## src/rtl/alu_ctrl_pkg.sv

```systemverilog
// -----------------------------------------------------------------------------
// alu_ctrl_pkg
// Shared definitions for the sequenced ALU control block:
//   - alu_code_e : 3-bit ALU control codes driven on alu_ctr
//   - FN_*       : function-field encodings (meaningful when aluop == 0)
//   - OP_*       : ALU-op class encodings from main control
//   - state_e    : sequencer state enumeration
// -----------------------------------------------------------------------------
package alu_ctrl_pkg;

    typedef enum logic [2:0] {
        ALU_AND = 3'b000,
        ALU_ADD = 3'b001,
        ALU_SUB = 3'b010,
        ALU_XOR = 3'b011,
        ALU_NOR = 3'b100,
        ALU_OR  = 3'b101,
        ALU_SLT = 3'b110
    } alu_code_e;

    // Function-field encodings (aluop == OP_RTYPE)
    localparam logic [2:0] FN_AND = 3'b000;
    localparam logic [2:0] FN_ADD = 3'b001;
    localparam logic [2:0] FN_SUB = 3'b010;
    localparam logic [2:0] FN_XOR = 3'b011;
    localparam logic [2:0] FN_NOR = 3'b100;
    localparam logic [2:0] FN_OR  = 3'b101;
    localparam logic [2:0] FN_MUL = 3'b110;

    // ALU-op class encodings
    localparam logic [2:0] OP_RTYPE = 3'b000;
    localparam logic [2:0] OP_ADD   = 3'b001;
    localparam logic [2:0] OP_AND   = 3'b010;
    localparam logic [2:0] OP_OR    = 3'b011;
    localparam logic [2:0] OP_NOR   = 3'b100;
    localparam logic [2:0] OP_SUB   = 3'b101;
    localparam logic [2:0] OP_SLT   = 3'b110;

    typedef enum logic [1:0] {
        ST_IDLE = 2'd0,
        ST_EXEC = 2'd1,
        ST_MUL  = 2'd2,
        ST_ERR  = 2'd3
    } state_e;

endpackage

```

## src/rtl/alu_ctrl_decode.sv

```systemverilog
// -----------------------------------------------------------------------------
// alu_ctrl_decode
// Purely combinational decode of an (aluop, funct) request into an ALU code.
// Ports:
//   aluop      [OPW-1:0] in  : ALU-op class from main control
//   funct      [FW-1:0]  in  : function field, consulted only when aluop == 0
//   code       [2:0]     out : decoded ALU control code (ALU_AND when unused)
//   is_mul               out : request is the multicycle multiply
//   is_illegal           out : request cannot be decoded
// -----------------------------------------------------------------------------
module alu_ctrl_decode
    import alu_ctrl_pkg::*;
#(
    parameter int OPW = 3,
    parameter int FW  = 3
) (
    input  logic [OPW-1:0] aluop,
    input  logic [FW-1:0]  funct,
    output logic [2:0]     code,
    output logic           is_mul,
    output logic           is_illegal
);

    logic op_hi_nz;
    logic fn_hi_nz;
    logic rtype;

    // Shifting rather than slicing keeps this valid when the width is exactly 3.
    assign op_hi_nz = |(aluop >> 3);
    assign fn_hi_nz = |(funct >> 3);
    assign rtype    = (aluop == '0);

    // NOTE: every output gets a default before the case so no latch can be
    // inferred on paths that do not assign it.
    always_comb begin
        code       = ALU_AND;
        is_mul     = 1'b0;
        is_illegal = 1'b0;
        if (op_hi_nz) begin
            is_illegal = 1'b1;
        end else if (rtype) begin
            if (fn_hi_nz) begin
                is_illegal = 1'b1;
            end else begin
                case (funct[2:0])
                    FN_AND:  code = ALU_AND;
                    FN_ADD:  code = ALU_ADD;
                    FN_SUB:  code = ALU_SUB;
                    FN_XOR:  code = ALU_XOR;
                    FN_NOR:  code = ALU_NOR;
                    FN_OR:   code = ALU_OR;
                    FN_MUL:  is_mul = 1'b1;
                    default: is_illegal = 1'b1;
                endcase
            end
        end else begin
            case (aluop[2:0])
                OP_ADD:  code = ALU_ADD;
                OP_AND:  code = ALU_AND;
                OP_OR:   code = ALU_OR;
                OP_NOR:  code = ALU_NOR;
                OP_SUB:  code = ALU_SUB;
                OP_SLT:  code = ALU_SLT;
                default: is_illegal = 1'b1;
            endcase
        end
    end

endmodule

```

## src/rtl/alu_seq_control.sv

```systemverilog
// -----------------------------------------------------------------------------
// alu_seq_control
// Sequenced ALU control: decodes a request, then issues either a one-cycle
// ALU operation, a MUL_STEPS-cycle add/shift multiply, or a one-cycle error.
// Ports:
//   clk, reset          in  : clock; synchronous active-high reset
//   valid               in  : request present
//   aluop [OPW-1:0]     in  : ALU-op class
//   funct [FW-1:0]      in  : function field (aluop == 0 only)
//   flush               in  : abort current operation / block acceptance
//   ready               out : block idle, can accept (combinational from state)
//   alu_ctr [2:0]       out : ALU control code
//   alu_ctr_valid       out : alu_ctr meaningful this cycle
//   acc_shift           out : multiply accumulator/multiplier shift strobe
//   step_cnt [CW-1:0]   out : current multiply iteration
//   done                out : one-cycle completion pulse
//   illegal             out : one-cycle pulse on an undecodable request
// All outputs except ready are registered alongside the state, so the
// *_d values below describe what the block shows in the coming cycle.
// -----------------------------------------------------------------------------
module alu_seq_control
    import alu_ctrl_pkg::*;
#(
    parameter int OPW       = 3,
    parameter int FW        = 3,
    parameter int MUL_STEPS = 32,
    localparam int CW       = $clog2(MUL_STEPS)
) (
    input  logic           clk,
    input  logic           reset,
    input  logic           valid,
    input  logic [OPW-1:0] aluop,
    input  logic [FW-1:0]  funct,
    input  logic           flush,
    output logic           ready,
    output logic [2:0]     alu_ctr,
    output logic           alu_ctr_valid,
    output logic           acc_shift,
    output logic [CW-1:0]  step_cnt,
    output logic           done,
    output logic           illegal
);

    localparam logic [CW-1:0] LAST_STEP = CW'(MUL_STEPS - 1);

    state_e        state_q, state_d;
    logic [2:0]    alu_ctr_q, alu_ctr_d;
    logic          alu_ctr_valid_q, alu_ctr_valid_d;
    logic          acc_shift_q, acc_shift_d;
    logic [CW-1:0] step_cnt_q, step_cnt_d;
    logic          done_q, done_d;
    logic          illegal_q, illegal_d;

    logic          accept;
    logic [2:0]    dec_code;
    logic          dec_mul;
    logic          dec_illegal;
    logic [CW-1:0] step_nxt;

    alu_ctrl_decode #(
        .OPW (OPW),
        .FW  (FW)
    ) u_decode (
        .aluop      (aluop),
        .funct      (funct),
        .code       (dec_code),
        .is_mul     (dec_mul),
        .is_illegal (dec_illegal)
    );

    assign ready    = (state_q == ST_IDLE);
    assign accept   = valid & ready & ~flush;
    assign step_nxt = step_cnt_q + CW'(1);

    always_comb begin
        // Defaults are the idle output values; each branch only raises what
        // the coming state shows.
        state_d         = state_q;
        alu_ctr_d       = ALU_AND;
        alu_ctr_valid_d = 1'b0;
        acc_shift_d     = 1'b0;
        step_cnt_d      = '0;
        done_d          = 1'b0;
        illegal_d       = 1'b0;

        case (state_q)
            ST_IDLE: begin
                if (accept) begin
                    if (dec_illegal) begin
                        state_d   = ST_ERR;
                        illegal_d = 1'b1;
                        done_d    = 1'b1;
                    end else if (dec_mul) begin
                        state_d         = ST_MUL;
                        alu_ctr_d       = ALU_ADD;
                        alu_ctr_valid_d = 1'b1;
                        acc_shift_d     = 1'b1;
                        done_d          = (LAST_STEP == '0);
                    end else begin
                        state_d         = ST_EXEC;
                        alu_ctr_d       = dec_code;
                        alu_ctr_valid_d = 1'b1;
                        done_d          = 1'b1;
                    end
                end
            end
            ST_MUL: begin
                // The last step's done is already on the outputs this cycle;
                // flush only suppresses the steps that would follow.
                if (flush || step_cnt_q == LAST_STEP) begin
                    state_d = ST_IDLE;
                end else begin
                    state_d         = ST_MUL;
                    alu_ctr_d       = ALU_ADD;
                    alu_ctr_valid_d = 1'b1;
                    acc_shift_d     = 1'b1;
                    step_cnt_d      = step_nxt;
                    done_d          = (step_nxt == LAST_STEP);
                end
            end
            // EXEC and ERR always last one cycle, flushed or not.
            default: state_d = ST_IDLE;
        endcase
    end

    // NOTE: sequential state uses non-blocking assignments so every flop
    // samples the pre-edge value of every other flop.
    always_ff @(posedge clk) begin
        if (reset) begin
            state_q         <= ST_IDLE;
            alu_ctr_q       <= ALU_AND;
            alu_ctr_valid_q <= 1'b0;
            acc_shift_q     <= 1'b0;
            step_cnt_q      <= '0;
            done_q          <= 1'b0;
            illegal_q       <= 1'b0;
        end else begin
            state_q         <= state_d;
            alu_ctr_q       <= alu_ctr_d;
            alu_ctr_valid_q <= alu_ctr_valid_d;
            acc_shift_q     <= acc_shift_d;
            step_cnt_q      <= step_cnt_d;
            done_q          <= done_d;
            illegal_q       <= illegal_d;
        end
    end

    assign alu_ctr       = alu_ctr_q;
    assign alu_ctr_valid = alu_ctr_valid_q;
    assign acc_shift     = acc_shift_q;
    assign step_cnt      = step_cnt_q;
    assign done          = done_q;
    assign illegal       = illegal_q;

endmodule

```

## config.mk

```make
export PLATFORM = sky130hd
export DESIGN_NAME = alu_seq_control
export DESIGN_NICKNAME = d
export VERILOG_FILES = /design/src/rtl/alu_ctrl_pkg.sv /design/src/rtl/alu_ctrl_decode.sv /design/src/rtl/alu_seq_control.sv
export SDC_FILE = /design/constraint.sdc
export NUM_CORES = 1
export LEC_CHECK = 0
export ABC_AREA = 0
export ABC_CLOCK_PERIOD_IN_PS = 2900
export CORE_MARGIN = 2
export CORE_UTILIZATION = 43
export CTS_BUF_LIST = sky130_fd_sc_hd__clkbuf_8
export DETAILED_ROUTE_END_ITERATION = 7
export HOLD_SLACK_MARGIN = 0.12
export PLACE_DENSITY = 0.79
export REMOVE_ABC_BUFFERS = 1
export SYNTH_ARGS = -nofsm -noshare
export SYNTH_HDL_FRONTEND = slang
export SYNTH_SLANG_ARGS = --single-unit
```

## constraint.sdc

```tcl
create_clock -name clk -period 2.9 [get_ports clk]
set_clock_uncertainty 0.15 [all_clocks]
set_input_delay 0.58 -clock clk [delete_from_list [all_inputs] [get_ports clk]]
set_output_delay 0.58 -clock clk [all_outputs]
set_load 0.1 [all_outputs]
```

Yosys cells after proc, flatten, opt, wreduce, memory -nomap -nowiden
Cells that the tools add are included.

Reductions and logical operators: 8. Equal/unequal tests: 16. Bitwise operators: 6. $add $sub $neg: 1. Mux-type cells: 32.

Operator list (count): $pmux 3 s5 (2); $eq 3x3->1 const B (6); $mux 1 (17); $eq 3x2->1 const B (4); $mux 3 (4); $eq 5x5->1 const B (2); $mux 2 (4); $reduce_or 7->1 (1); $eq 3x1->1 const B (2); $logic_not 3->1 (2); $pmux 1 s2 (3); $pmux 3 s2 (1); $reduce_or 3->1 (2); $reduce_or 6->1 (1); $add 5x1->5 const B (1); $not 1->1 (4); $pmux 2 s2 (1); $and 1x1->1 (2); $eq 2x2->1 const B (1); $logic_not 2->1 (1); $ne 2x1->1 const B (1); $logic_or 1x1->1 (1).

Logic and storage cells: 70. Register bits after elaboration: 14. Output and inout port bits: 13. Bits of input ports: 10.

Logic depth before layout (Yosys ltp)
Depth after elaboration: 7. Depth in mapped cells: 8. Depth with buffers taken out: 7.

Cells and area by module
A second synthesis with hierarchy kept.

Cells, all modules: 70. Area, all modules: 654.4 um^2.

By module, submodules not included: alu_seq_control (cells each 54, area each 555.5 um^2, sequential area each 280.3 um^2, times used 1); alu_ctrl_decode (cells each 16, area each 98.8 um^2, sequential area each 0.0 um^2, times used 1).

Worst setup path after synthesis
Ideal clock, no wire load.

Path kind: flip-flop to flip-flop. From: register step_cnt_q[0] (netlist: step_cnt[0]). To: register done_q (netlist: done). Arrival time: 2471 ps. Path buffers: 1. Setup slack: 209 ps. Required time: 2680 ps. Setup time: 70 ps. Clock period less this slack: 2691 ps. Stages on the path, launching flop included: 9. Cell sequence: dfxtp_1 > ha_1 > and3_1 > ha_1 > nor4b_2 > nand2b_1 > buf_6 > or4_1 > o21ai_1.

Longest elaborated chain between the ends: 4. Elaborated cells on any way between the ends: 6. Those cells by class: add/sub: 1; eq/ne: 2; mux: 2; reduce/logical: 1.

RTL lines: start: declaration (RTL line alu_seq_control.sv:50) `logic [CW-1:0] step_cnt_q, step_cnt_d;`; start signal: assignment (RTL line alu_seq_control.sv:142) `step_cnt_q <= step_cnt_d;`; $add 5x1->5 / $eq 5x5->1 (equally long branches) (RTL line alu_seq_control.sv:73, alu_seq_control.sv:110); $eq 5x5->1 / $logic_or 1x1->1 (equally long branches) (RTL line alu_seq_control.sv:118, alu_seq_control.sv:110); $mux 1 * (RTL line alu_seq_control.sv:110) `if (flush || step_cnt_q == LAST_STEP) begin`; $pmux 1 s2 * (RTL line alu_seq_control.sv:86) `case (state_q)`; end signal: assignment (RTL line alu_seq_control.sv:143) `done_q <= done_d;`; end: declaration (RTL line alu_seq_control.sv:51) `logic done_q, done_d;`.

Mark *: on every way between the ends. The rest lies on a longest branch, timed or not. A chain may end at the register's enable or synchronous reset.

Worst setup path after layout
Ends and elaborated chain as after synthesis.

==> impl_summary.md <==
Detailed routing
Summed over all layers, the routed wires come to 1.13 mm. The first detailed-routing pass took 4 iterations. The via count is 514. After detailed routing, the average wire length per cell comes to between 10 and 15 µm. The detailed-route vias per instance is 4.99. After the first detailed-routing iteration, the DRC count stood at 15. The detail route stage leaves a number of antenna-violating nets equal to 0. In the routed design, unresolved DRC markers number 0.

GRT
The maximum number of pins on one net before global-route repair is 10. The via count of the first global-routing pass came to around 400. Summed over all layers, the global routing overflow is 0. The total global routing track utilization is 15.7%.

The number of antenna violations at the first check in global routing was 0. The global-route wire length before repair is 1.64 mm.

Placed design
During placement, the flow inserted port buffers numbering 22. Routability-driven placement finished with a final weighted congestion of 0.815. Detailed placement ended at an HPWL of 895 µm.

Timing
After routing, the total negative slack on setup checks comes to 0 ps. The normalized max-slew margin is 78.3%. The post-route minimum period is 2360 ps.

The tightest hold path in the finished design has a slack of 334 ps. The final-report max-slew violation count is 0. Setup repair after global routing left no endpoint under its margin. For this run, the top clock speed supported by timing is 0.423 GHz. For the pin with the worst max-slew slack, the measured transition is between 300 and 400 ps. The count of endpoints failing hold in the final timing report is 0. The setup violation total in the final timing report is 0. The final critical path takes up 81.5% of the cycle.

Die
23 I/O pins were placed. The row count is 13. The height of the die is 41.0 µm. The initial utilization of the core area, before any placement, comes to between 40% and 50%. The placeable core region is around 1300 µm². From left edge to right edge, the die measures 41.0 µm.

The area of the die is between 1500 and 2000 µm².

Clock tree
The total number of clock tree sinks is 14. After clock tree synthesis, the flow added hold-fix buffers numbering 0. The number of resized instances in the post-cts repair step is 0. After clock tree synthesis, the setup repair step added 0 buffers. Clock tree synthesis inserted a total of 3 buffers. The clock tree from TritonCTS is yes. CTS placed an instance of sky130_fd_sc_hd__clkbuf_8 at the clock tree root. After clock tree synthesis, the clock-pin slew on the worst setup and hold paths is 60 ps.

The depth of the CTS H-tree is 1. The longest clock path from root to sink contains 2 buffers. The source-to-sink clock delay at the later pin of the worst-skew pair is roughly 250 ps.

Synth
In this run the cell area of the synthesized design comes to between 500 and 600 µm². The average size of a mapped cell is approximately 9.3 µm². The total of warnings raised by yosys is 0. The synthesized netlist contains 27 unique library cells.

Sequential elements use a little under half of the synthesized area. The flip-flop and latch count after synthesis is 14. Ranked by total cell area, the synthesized netlist is headed by sky130_fd_sc_hd__dfxtp_1, sky130_fd_sc_hd__ha_1, sky130_fd_sc_hd__nor2_1. The largest area contributor in the netlist is sky130_fd_sc_hd__dfxtp_1. The area fraction of the dominant cell type after synthesis is between 40% and 50%. Synthesis produced 63 cells.

Finish
The number of antenna diodes in the final layout is 0. The share of final-layout standard cells stronger than drive strength 1 is 22.7%. The utilization of the core after routing is about two thirds.

The number of filler instances in the final layout is between 100 and 150. The area growth from synthesis to layout is 42.6%. The count of nets after finishing is between 100 and 150.

Worst setup path
The sort of element at the start of the critical path is a register. The worst endpoint data arrival time is 2400 ps. At the worst endpoint, the required time is 2930 ps.

The worst setup path is of the register to register kind. Along the worst path, the maximum fanout reaches 9. The endpoint class of the critical path is a register.

Power and ir drop
The power density normalized to cell area is roughly 530 nW/µm². Summed over all cells, the static leakage comes to between 0.0003 and 0.0004 µW. The maximum vdd ir drop is approximately 0.33 mV.

Job
The count of maximum capacitance violations is 0.

Status
The flow ran to the end, and the final reports show no timing, DRC or antenna violations.

Min path
The class of the worst hold path is register to register.
critical path: stages, from the launching register on:
cell                       delay [ps]
sky130_fd_sc_hd__dfxtp_1          340
sky130_fd_sc_hd__ha_1             230
sky130_fd_sc_hd__and3_1           190
sky130_fd_sc_hd__ha_1             180
sky130_fd_sc_hd__nor4b_2          280
sky130_fd_sc_hd__nand2b_1         250
sky130_fd_sc_hd__or4_1            540
sky130_fd_sc_hd__o21ai_1          130
worst paths after layout:
| check | slack (ps) | depth (start not counted) | to | from |
|---|---|---|---|---|
| setup / recovery | 540 | 7 | done$_SDFF_PP0_ | step_cnt[0]$_SDFF_PP0_ |
| setup reg to reg | 540 | 7 | done$_SDFF_PP0_ | step_cnt[0]$_SDFF_PP0_ |
| hold / removal | 330 | 1 | step_cnt[0]$_SDFF_PP0_ | step_cnt[0]$_SDFF_PP0_ |
| hold reg to reg | 330 | 1 | step_cnt[0]$_SDFF_PP0_ | step_cnt[0]$_SDFF_PP0_ |
final cells by class:
cell class                      instances  area (µm²)  area share (%)
Sequential cell                        14         280            33.4
Multi-Input combinational cell         42         274            32.7
Clock buffer                            4        55.1            6.57
Tap cell                               15        18.8            2.24
Timing Repair Buffer                   22         188            22.4
Inverter                                6        22.5            2.69
cell usage in the layout (no fill, tap or decap), types with 2 or more instances in the layout:
cell,synthesis,layout
sky130_fd_sc_hd__nor2_1,9,9
sky130_fd_sc_hd__nor3_1,3,3
sky130_fd_sc_hd__buf_4,0,13
sky130_fd_sc_hd__clkdlybuf4s50_1,0,9
sky130_fd_sc_hd__inv_1,6,6
sky130_fd_sc_hd__nand3_1,2,2
sky130_fd_sc_hd__clkbuf_8,0,4
sky130_fd_sc_hd__o21ai_0,3,3
sky130_fd_sc_hd__dfxtp_1,14,14
sky130_fd_sc_hd__nand2_1,2,2
sky130_fd_sc_hd__ha_1,3,3
sky130_fd_sc_hd__xor2_1,2,2
sky130_fd_sc_hd__a31oi_1,2,2
stage by stage:
stage	power (µW)	area (µm²)	instances	setup slack [ps]
after floorplan	237	577	62	220
after global placement	261	783	99	404
after detailed placement	261	783	99	388
after CTS	454	838	103	508
after global routing	463	838	103	419
final	447	838	103	537
Yosys cell counts (all sizes together):
| cell | n |
|---|---|
| xnor2 | 1 |
| a31oi | 2 |
| o31ai | 1 |
| or4 | 1 |
| ha | 3 |
| buf | 1 |
| or3b | 1 |
| nor2b | 1 |
| o21ai | 4 |
| a21boi | 1 |
| o41ai | 1 |
| nand3 | 2 |
| or2 | 1 |
| or3 | 1 |
| dfxtp | 14 |
| a21oi | 1 |
| nor3 | 3 |
| and3 | 1 |
| nand2b | 1 |
| inv | 6 |
| a32oi | 1 |
| nor2 | 9 |
| xor2 | 2 |
| nand2 | 2 |
| nor4b | 1 |
| nand4bb | 1 |
per-layer routing:
| metal | wire length [µm] | global-route usage (%) | vias up |
|---|---|---|---|
| met5 | 0 | 0 | - |
| met4 | 29 | 12.5 | 0 |
| met3 | 74 | 4.89 | 5 |
| met2 | 494 | 21.9 | 17 |
| met1 | 533 | 19.6 | 225 |
| li1 | - | - | 267 |
sequential cells by signal, summed over array words and instances (netlist names):
signal and flops:
illegal 1, step_cnt 5, done 1, alu_ctr 3, alu_ctr_valid 1, acc_shift 1
state_q 2
cell families (layout without fill, tap and decap cells):
kind of cell | after synthesis | after routing | share of synthesized area, %
compound gates | 11 | 11 | 11.9
xor+xnor | 3 | 3 | 4.47
fa+ha+maj | 3 | 3 | 6.38
buf+inv | 7 | 32 | 5.74
flops | 14 | 14 | 47.7
simple gates | 25 | 25 | 23.8
where the power goes:
part           internal (µW)  switching (µW)
logic                   21.4            39.0
clock network            120            69.5
registers                196            1.20
total                    338             110
Note: power is estimated with default switching activity, not from simulation.
